==> src/rtl/norgate.sv <==
// -----------------------------------------------------------------------------
// norgate
// Bitwise XNOR (equivalence) unit with a registered result stage.
//
// The combinational output c is the per-bit equivalence of the operands. When
// in_valid is high, the rising clock edge also captures the XNOR vector, an
// all-bits-equal flag and the number of matching bit positions.
//
// Ports
//   clk        in   1      rising-edge clock for the registered stage
//   rst_n      in   1      asynchronous active-low reset for all registers
//   in_valid   in   1      qualifies a/b for capture
//   a, b       in   WIDTH  operands
//   c          out  WIDTH  combinational ~(a ^ b)
//   out_valid  out  1      registered outputs hold a freshly captured result
//   c_q        out  WIDTH  registered XNOR result
//   all_eq     out  1      registered a == b flag
//   match_cnt  out  CW     registered count of equal bit positions (0..WIDTH)
// -----------------------------------------------------------------------------
module norgate #(
    parameter int WIDTH = 32,
    localparam int CW = $clog2(WIDTH + 1)
) (
    input  logic             clk,
    input  logic             rst_n,
    input  logic             in_valid,
    input  logic [WIDTH-1:0] a,
    input  logic [WIDTH-1:0] b,
    output logic [WIDTH-1:0] c,
    output logic             out_valid,
    output logic [WIDTH-1:0] c_q,
    output logic             all_eq,
    output logic [CW-1:0]    match_cnt
);

    // Population count of the XNOR vector. CW bits always hold WIDTH, so the
    // running sum cannot overflow.
    function automatic logic [CW-1:0] popcount(input logic [WIDTH-1:0] v);
        logic [CW-1:0] cnt;
        cnt = '0;
        for (int i = 0; i < WIDTH; i++) begin
            cnt = cnt + CW'(v[i]);
        end
        return cnt;
    endfunction

    logic [WIDTH-1:0] xnor_p0;
    logic             eq_p0;
    logic [CW-1:0]    cnt_p0;

    // Stage 0: combinational equivalence and its summaries.
    always_comb begin
        xnor_p0 = ~(a ^ b);
        eq_p0   = (a == b);
        cnt_p0  = popcount(xnor_p0);
    end

    assign c = xnor_p0;

    // Stage 1: result register. Data holds when in_valid is low; only the
    // valid flag drops.
    always_ff @(posedge clk or negedge rst_n) begin
        if (!rst_n) begin
            out_valid <= 1'b0;
            c_q       <= '0;
            all_eq    <= 1'b0;
            match_cnt <= '0;
        end else begin
            out_valid <= in_valid;
            if (in_valid) begin
                c_q       <= xnor_p0;
                all_eq    <= eq_p0;
                match_cnt <= cnt_p0;
            end
        end
    end

endmodule

==> config.mk <==
export PLATFORM = sky130hd
export DESIGN_NAME = norgate
export DESIGN_NICKNAME = d
export VERILOG_FILES = /design/src/rtl/norgate.sv
export SDC_FILE = /design/constraint.sdc
export NUM_CORES = 1
export LEC_CHECK = 0
export ABC_AREA = 1
export CAP_MARGIN = 5
export CELL_PAD_IN_SITES_DETAIL_PLACEMENT = 2
export CELL_PAD_IN_SITES_GLOBAL_PLACEMENT = 2
export CORE_UTILIZATION = 20
export CTS_BUF_LIST = sky130_fd_sc_hd__clkbuf_4 sky130_fd_sc_hd__clkbuf_8
export CTS_CLUSTER_DIAMETER = 30
export DETAILED_ROUTE_END_ITERATION = 10
export HOLD_SLACK_MARGIN = 0.08
export MAX_ROUTING_LAYER = met4
export PLACE_DENSITY = 0.8
export SETUP_SLACK_MARGIN = 0.02
export SYNTH_ARGS = -nofsm -noshare
export SYNTH_HDL_FRONTEND = slang
export SYNTH_SLANG_ARGS = --single-unit
==> constraint.sdc <==
create_clock -name clk -period 0.8 [get_ports clk]
set_input_delay 0.16 -clock clk [delete_from_list [all_inputs] [get_ports clk]]
set_output_delay 0.16 -clock clk [all_outputs]
set_load 0.01 [all_outputs]
## Word-level counts from Yosys, hierarchy flattened

Cells that the tools add are included.

| word-level totals | value |
|---|---|
| output and inout port bits | 72 |
| input port bits | 67 |
| register bits | 40 |

| operators by class | value |
|---|---|
| bitwise gates (word level) | 2 |
| add/sub/neg operators | 31 |
| equal/unequal tests | 1 |

Operators by type and width:

| kind | number |
|---|---|
| adder 6 x 1 -> 6 bit | 26 |
| equality test 32 bit | 1 |
| NOT 32 bit | 1 |
| bitwise XOR 32 bit | 1 |
| adder 5 x 1 -> 6 bit | 1 |
| adder 4 x 1 -> 5 bit | 1 |
| adder 3 x 1 -> 4 bit | 1 |
| adder 2 x 1 -> 3 bit | 1 |
| adder 1 x 1 -> 2 bit | 1 |

## Depth between registers and ports, before layout

Gate-level depths: netlist of the first run.

| logic depth | value |
|---|---|
| word-level depth | 33 |
| depth in mapped cells | 22 |
| gate-level depth less buffers | 22 |

## Least setup slack after synthesis of the first run

Ideal clock, no wire load.

| path | value |
|---|---|
| path type | input -> register |
| start point | in b[1] |
| end point | reg match_cnt[4] |
| stages | 17 |
| arrival | 4.608 ns |
| setup time | 0.065 ns |
| slack | -3.873 ns |
| cell sequence | xnor2_1 > fa_1 > inv_1 > fa_1 > fa_1 > fa_1 > fa_1 > inv_1 > fa_1 > ha_1 > fa_1 > nand2_1 > nand2_1 > a21oi_1 > xnor2_1 > nand2_1 > nand2_1 |

| between the ends | value |
|---|---|
| longest elaborated chain between the ends | 33 |

Ends and longest elaborated chain:

| what | RTL line | text |
|---|---|---|
| start, declared | 28 | `input logic [WIDTH-1:0] b,` |
| bitwise XOR 32 bit | 53 | `xnor_p0 = ~(a ^ b);` |
| NOT 32 bit | 53 |  |
| adder 1 x 1 -> 2 bit | 42 | `cnt = cnt + CW'(v[i]);` |
| adder 2 x 1 -> 3 bit | 42 |  |
| adder 3 x 1 -> 4 bit | 42 |  |
| adder 4 x 1 -> 5 bit | 42 |  |
| adder 5 x 1 -> 6 bit | 42 |  |
| adder 6 x 1 -> 6 bit (26 in a row) | 42 |  |
| end signal, assigned | 73 | `match_cnt <= cnt_p0;` |
| end, declared | 33 | `output logic [CW-1:0] match_cnt` |

Every way passes these cells.
A chain may end at the register's enable or synchronous reset.

## Final worst setup path of the first run

| path | value |
|---|---|
| start point | in a[27] |
| end point | reg match_cnt[4] |

| between the ends | value |
|---|---|
| longest elaborated chain between the ends | 7 |

Ends and longest elaborated chain:

| what | RTL line | text |
|---|---|---|
| start, declared | 27 | `input logic [WIDTH-1:0] a,` |
| bitwise XOR 32 bit | 53 |  |
| NOT 32 bit | 53 |  |
| adder 6 x 1 -> 6 bit (5 in a row) | 42 |  |

Every way passes these cells.

==> results of run 1 <==
-- registers in the layout (all words and copies together), names as in the netlist --
register	count
c_q	32
match_cnt	6
out_valid	1
all_eq	1
-- metal layers --
| layer | routed length (µm) | track usage (%) | up-vias | share of wire, % |
|---|---|---|---|---|
| li1 | - | - | 1676 | - |
| met1 | 5710 | 24.2 | 1856 | 32 |
| met2 | 10500 | 54.0 | 136 | 59 |
| met3 | 964 | 3.76 | 36 | 5.4 |
| met4 | 579 | 12.3 | 0 | 3.3 |
| met5 | 0 | - | - | 0 |
-- layout by cell type, fill, tap and decap left out, types with 3 or more instances in the layout --
cell / instances
nand2_1: 53
inv_1: 25
nor2_1: 14
o21ai_1: 12
a31oi_1: 8
fa_2: 6
ha_4: 4
clkbuf_2: 9
o21ai_0: 4
ha_1: 4
inv_4: 22
buf_2: 11
nor2_2: 6
o21ai_2: 5
nand2_2: 63
inv_2: 53
nand2_4: 34
clkbuf_8: 5
buf_6: 156
dfrtp_1: 40
xnor2_4: 3
buf_12: 4
nand3_4: 3
buf_4: 57
buf_8: 24
fa_1: 18
-- synthesized netlist by cell type --
library cell	n	share of area (%)
ha_1	8	3.4
nand2_1	150	19
a21oi_1	2	0.34
o21ai_1	3	0.52
clkinv_1	1	0.13
nand3_1	3	0.52
xnor2_1	4	1.2
dfrtp_1	40	34
o21ai_0	18	3.1
inv_1	103	13
fa_1	24	16
nor2_1	22	2.8
xor2_1	1	0.30
a31oi_1	11	2.4
buf_2	6	1.0
xnor2_2	1	0.56
clkbuf_1	2	0.26
-- critical path, cell delays in order --
cell and delay (ps):
buf_6 100, buf_6 120, inv_12 40, nand2_4 40
nand2_4 90, inv_4 40, fa_1 470, fa_1 560
inv_2 50, fa_2 530, inv_2 50, fa_1 480
fa_2 550, inv_2 40, fa_2 460, ha_4 180
fa_2 360, nand2_2 100, nand2_2 50, a21oi_2 170
xnor2_1 150, nand2_1 90, nand2_1 60
-- power groups by stage --
| stage | sequential, mW | clock, mW | combinational (mW) |
|---|---|---|---|
| after floorplan | 2.73 | 0 | 6.31 |
| after global placement | 2.59 | 0 | 9.42 |
| after detailed placement | 2.60 | 0 | 9.82 |
| after CTS | 2.58 | 1.44 | 10.8 |
| after global routing | 2.64 | 1.52 | 17.4 |
| final | 2.62 | 1.45 | 16.4 |
-- per-stage QoR --
step	util (%)	area [µm²]	power [mW]	setup TNS, ps
after floorplan	-	3040	9.03	-20300
after global placement	36.1	5070	12.0	-76910
after detailed placement	36.1	5070	12.4	-80830
after CTS	45.5	6390	14.8	-51380
after global routing	47.8	6710	21.5	-35030
final	47.8	6710	20.4	-32670
-- worst paths after layout --
kind                         start            to  slack, ps  depth (start not counted)
min                           b[3]        c_q[3]        140                          3
max in group asynchronous    rst_n        c_q[3]        130                          3
min reg2reg                 c_q[1]        c_q[1]        520                          2
max reg2reg                c_q[28]       c_q[28]       -110                          4
min in group asynchronous    rst_n       c_q[17]        380                          3
max                          a[27]  match_cnt[4]      -3910                         23
-- timing repair --
| action | in CTS | in global routing |
|---|---|---|
| pin swaps | 89 | 82 |
| endpoints found under the hold margin | 40 | 0 |
| endpoints found under the setup margin | 111 | 111 |
| setup buffers | 134 | 50 |
| hold buffers | 1 | 0 |
| resized for setup | 741 | 280 |
| gates cloned | 0 | 2 |
-- cell type report --
class                           count  area share (%)
Tap cell                          180            3.36
Clock buffer                        5            1.03
Sequential cell                    40            14.9
Multi-Input combinational cell    247            32.3
Timing Repair Buffer              263            41.1
Clock inverter                      2           0.187
Inverter                          104            7.03
-- cell families (layout without fill, tap and decap cells) --
family / Yosys count / in the layout / share of synthesized area (%)
AOI/OAI and AO/OA: 34 / 34 / 6.31
DFF: 40 / 40 / 34.3
and+or+nand+nor: 175 / 175 / 22.7
xor gates and xnor gates: 6 / 6 / 2.06
buffers and inverters: 112 / 374 / 14.7
adders and majority gates: 32 / 32 / 19.9
==> flow_metrics.tcl, run 1 <==
set metrics [dict create \
    leakage_nw 3.43 \
    clock_latency_ps 290 \
    grt.total_usage_pct 26.8 \
    hpwlAfterDp_um 9540 \
    htree_levels 2 \
    violations "setup timing" \
    cts-root-buf "clkbuf_8" \
    required_ps 1050 \
    multi_input_area_mm2 0.00217 \
    p_int_mw 10.8 \
    synthCells 399 \
    grt_first_pass_wirelength_um 28300 \
    arrival_ps 4960 \
    drive_gt1_share_pct 72.8 \
    yosysWarningCount 0 \
    post-route-period-util_pct 589 \
    power_frac_comb_pct 80.1 \
    core-area_mm2 0.0140 \
    dpl_worst_slack_ps -4440 \
    dr.pass1.iters 4 \
    end_kind "flop" \
    syn_area_per_cell_um2 7.30 \
    wl_per_cell_um 21.1 \
    remaining_drc_errors 0 \
    viasPerCell 4.40 \
    setup_ws_ps -3910 \
    tightest_slew_ps 329 \
    ys_seq_area_share_pct 34.3 \
    maxCapViolations 0 \
    dieArea_mm2 0.0151 \
    switching_share_pct 47.0 \
    seq_power_share_pct 12.8 \
    nNetsFinal 760 \
    setup_violations 77 \
    synth_cell_types 17 \
    path_clk_slew_ps 90 \
    io_buffers 138 \
    critical_path_class "in2reg" \
    slew_violations 0 \
    core.rowCount 43 \
    cts_tree "built" \
    die_x_um 123 \
    grt.overflow.total 0 \
    diodes 0 \
    synthesis.area_mm2 0.00291 \
    numCtsBuffers 5 \
    power.switching_mw 9.59 \
    clock.fmax_mhz 212 \
    grt_start_max_net_pins 32 \
    rsz0062_at_grt "yes" \
    die_y_um 123 \
    period_needed_ps 4710 \
    crit_path_start_kind "primary input" \
    critPathMaxFanout 2 \
    peakVddDrop_mv 3.10 \
    clockBufferDepth 2 \
    ant_nets 0 \
    place_inst 766 \
    hold_ws_ps 141 \
    cts.sinks 40 \
    fin_worst_skew_ps 0 \
    seq_area_mm2 0.00100 \
    status "complete, but fails checks" \
    p_per_area_mw_per_mm2 3040 \
    synth_nets 498 \
    antenna_found_initial 0 \
    hold_viol_final 0 \
    grt_pass1_vias 4866 \
    p_clk_share_pct 7.1 \
    io_pins 139 \
    wirelength_um 17700 \
    hold_path.class "in2reg" \
    finalNonFillerCells 841 \
    dr_total_vias 3704 \
    initial_core_util_pct 20.8 \
    syn_to_final_growth_pct 130 \
    drt_iter0_markers 80 \
    maxSlewHeadroom_pct 78.1 \
    place_congestion 0.752 \
    yosys_register_bits 40 \
    num-fill-cells 1468 \
]
Power figures use the tool's default switching activity.
==> run 2, diff against run 1 <==
--- a/config.mk
+++ b/config.mk
@@ -7,15 +7,15 @@
 export LEC_CHECK = 0
 export ABC_AREA = 1
 export CAP_MARGIN = 5
-export CELL_PAD_IN_SITES_DETAIL_PLACEMENT = 2
-export CELL_PAD_IN_SITES_GLOBAL_PLACEMENT = 2
-export CORE_UTILIZATION = 20
+export CELL_PAD_IN_SITES_DETAIL_PLACEMENT = 1
+export CELL_PAD_IN_SITES_GLOBAL_PLACEMENT = 1
+export CORE_UTILIZATION = 26
 export CTS_BUF_LIST = sky130_fd_sc_hd__clkbuf_4 sky130_fd_sc_hd__clkbuf_8
 export CTS_CLUSTER_DIAMETER = 30
 export DETAILED_ROUTE_END_ITERATION = 10
 export HOLD_SLACK_MARGIN = 0.08
 export MAX_ROUTING_LAYER = met4
-export PLACE_DENSITY = 0.8
+export PLACE_DENSITY = 0.79
 export SETUP_SLACK_MARGIN = 0.02
 export SYNTH_ARGS = -nofsm -noshare
 export SYNTH_HDL_FRONTEND = slang
==> run 2 against run 1 <==
  * The run still ends with setup timing left
  * Critical path type unchanged
  * Clock skew unchanged
  * Sequential cell count unchanged
  * Maximum frequency up 2.9%
  * Global-route usage down 2.7 points
  * Die area down 23%
==> flow_metrics.tcl, run 2 (synthesis results as in run 1) <==
set metrics [dict create \
    post-route-period-util_pct 572 \
    timing.rr.end "match_cnt[1]" \
    switching_share_pct 44.7 \
    r2r_cells 4 \
    critPathMaxFanout 2 \
    clockBufferDepth 2 \
    final_cell_mix "149 x buf_6, 60 x buf_4, 57 x nand2_1" \
    dieArea_mm2 0.0116 \
    htree_levels 2 \
    antenna_found_initial 0 \
    p_clk_share_pct 7.4 \
    core-area_mm2 0.0109 \
    setup_ws_ps -3780 \
    dr_total_vias 3668 \
    min_to "c_q[31]" \
    rsz0062_at_grt "yes" \
    violations "setup timing" \
    io_pins 139 \
    ant_nets 0 \
    finish.utilization_pct 61.6 \
    maxCapViolations 0 \
    grt.total_usage_pct 24.1 \
    fin_worst_skew_ps 0 \
    total_power_mw 18.6 \
    reg2reg_slack_ps -130 \
    drt_iter0_markers 95 \
    power_frac_comb_pct 78.5 \
    slew_violations 0 \
    wl_per_cell_um 18.2 \
    cts_tree "built" \
    status "complete, but fails checks" \
    clock.fmax_mhz 218 \
    dr.pass1.iters 4 \
    die_y_um 108 \
    power.switching_mw 8.33 \
    peakVddDrop_mv 2.44 \
    cts.sinks 40 \
    grt_pass1_vias 4293 \
    leakage_nw 3.51 \
    reg_top3 "c_q: 32 flops, match_cnt: 6 flops" \
    grt_start_max_net_pins 41 \
    arrival_ps 4820 \
    required_ps 1040 \
    wirelength_um 14600 \
    critical_path_class "in2reg" \
    tightest_slew_ps 258 \
    core.rowCount 38 \
    die_x_um 108 \
    whs_path_depth 4 \
    cts-root-buf "clkbuf_8" \
    crit_path_start_kind "primary input" \
    numCtsBuffers 5 \
    r2r_start "match_cnt[1]" \
    grt_first_pass_wirelength_um 20700 \
    seq_power_share_pct 14.1 \
    hpwlAfterDp_um 8250 \
    nNetsFinal 765 \
    setup_violations 70 \
    path_clk_slew_ps 80 \
    syn_to_final_growth_pct 130 \
    hold_viol_final 0 \
    final_common_cell "buf_6" \
    drive_gt1_share_pct 69.8 \
    viasPerCell 4.55 \
    period_needed_ps 4580 \
    place_congestion 0.749 \
    initial_core_util_pct 26.8 \
    diodes 0 \
    grt.overflow.total 0 \
    hold_path.class "in2reg" \
    maxSlewHeadroom_pct 82.8 \
    p_int_mw 10.3 \
    p_per_area_mw_per_mm2 2780 \
    end_kind "flop" \
    remaining_drc_errors 0 \
    io_buffers 138 \
    num-fill-cells 1192 \
    clock_latency_ps 300 \
    top_register "c_q" \
    largest_reg_flops 32 \
    hp-start "b[31]" \
]
## run 2: cell types whose count changed in the layout (fill, tap and decap cells not counted), sizes merged
cell	previous run	this run
bufbuf	0	1
buf	252	266
clkinvlp	2	1
inv	103	102
clkbuf	15	6
clkinv	1	2
## run 2: final cells by class
type	instances	area, µm²	share of cell area, %
clock inverters	1	5.00	0.0746
clock buffers	6	76.3	1.14
multi-input cells	247	2100	31.3
well taps	140	175	2.61
repair buffers	268	2870	42.8
flip-flops and latches	40	1000	14.9
inverters	104	479	7.14
## run 2: critical path, stage by stage
cell     delay, ps
buf_8          100
buf_6          120
inv_12          40
nand2_4         40
nand2_4         70
inv_4           40
fa_1           480
fa_1           530
inv_2           40
fa_1           510
inv_2           40
fa_1           520
fa_1           460
inv_2           80
fa_2           450
ha_4           190
fa_2           340
nand2_2         90
nand2_2         50
a21oi_2        160
xnor2_1        130
nand2_1         80
nand2_1         80
## run 2: stage by stage
step	hold slack [ps]	worst slack (ps)	setup TNS (ps)	instance area, µm²	std cells
after detailed placement	155	-4450	-78850	4990	722
after floorplan	-136	-3590	-20300	3040	399
after global routing	136	-3990	-33920	6710	806
after CTS	120	-3800	-33190	6350	809
final	143	-3780	-31530	6710	806
after global placement	156	-4290	-76100	4990	722
## run 2: per-layer routing
metal	track usage (%)	wire, µm	vias to the layer above
li1	-	-	1686
met1	22.8	4870	1815
met2	48.3	8510	131
met3	5.21	814	36
met4	6.26	448	0
met5	-	0	-
## run 2: what timing repair did
| action | 4_1_cts | 5_1_grt |
|---|---|---|
| resized for setup | 890 | 144 |
| hold buffers | 1 | 0 |
| buffers inserted | 99 | 33 |
| endpoints found under the hold margin | 40 | 0 |
| setup endpoints to repair | 111 | 93 |
| pin swaps | 94 | 71 |
| cloned | 3 | 0 |
## run 2: worst max-delay path by stage
| stage | start | endpoint | slack, ps | cells after the start |
|---|---|---|---|---|
| after floorplan | a[27] | match_cnt[4] | -3590 | 21 |
| after global placement | a[27] | match_cnt[4] | -4290 | 23 |
| after detailed placement | a[27] | match_cnt[4] | -4450 | 23 |
| after CTS | b[15] | match_cnt[4] | -3800 | 22 |
| after global routing | a[27] | match_cnt[4] | -3990 | 23 |
| final | a[27] | match_cnt[4] | -3780 | 23 |
## run 2: power groups by stage
stage / Sequential, mW / Combinational, mW / Clock, mW
final: 2.62 / 14.6 / 1.39
after CTS: 2.56 / 13.8 / 1.42
after global routing: 2.66 / 15.9 / 1.49
after detailed placement: 2.59 / 9.71 / 0
after floorplan: 2.73 / 6.31 / 0
after global placement: 2.57 / 9.19 / 0
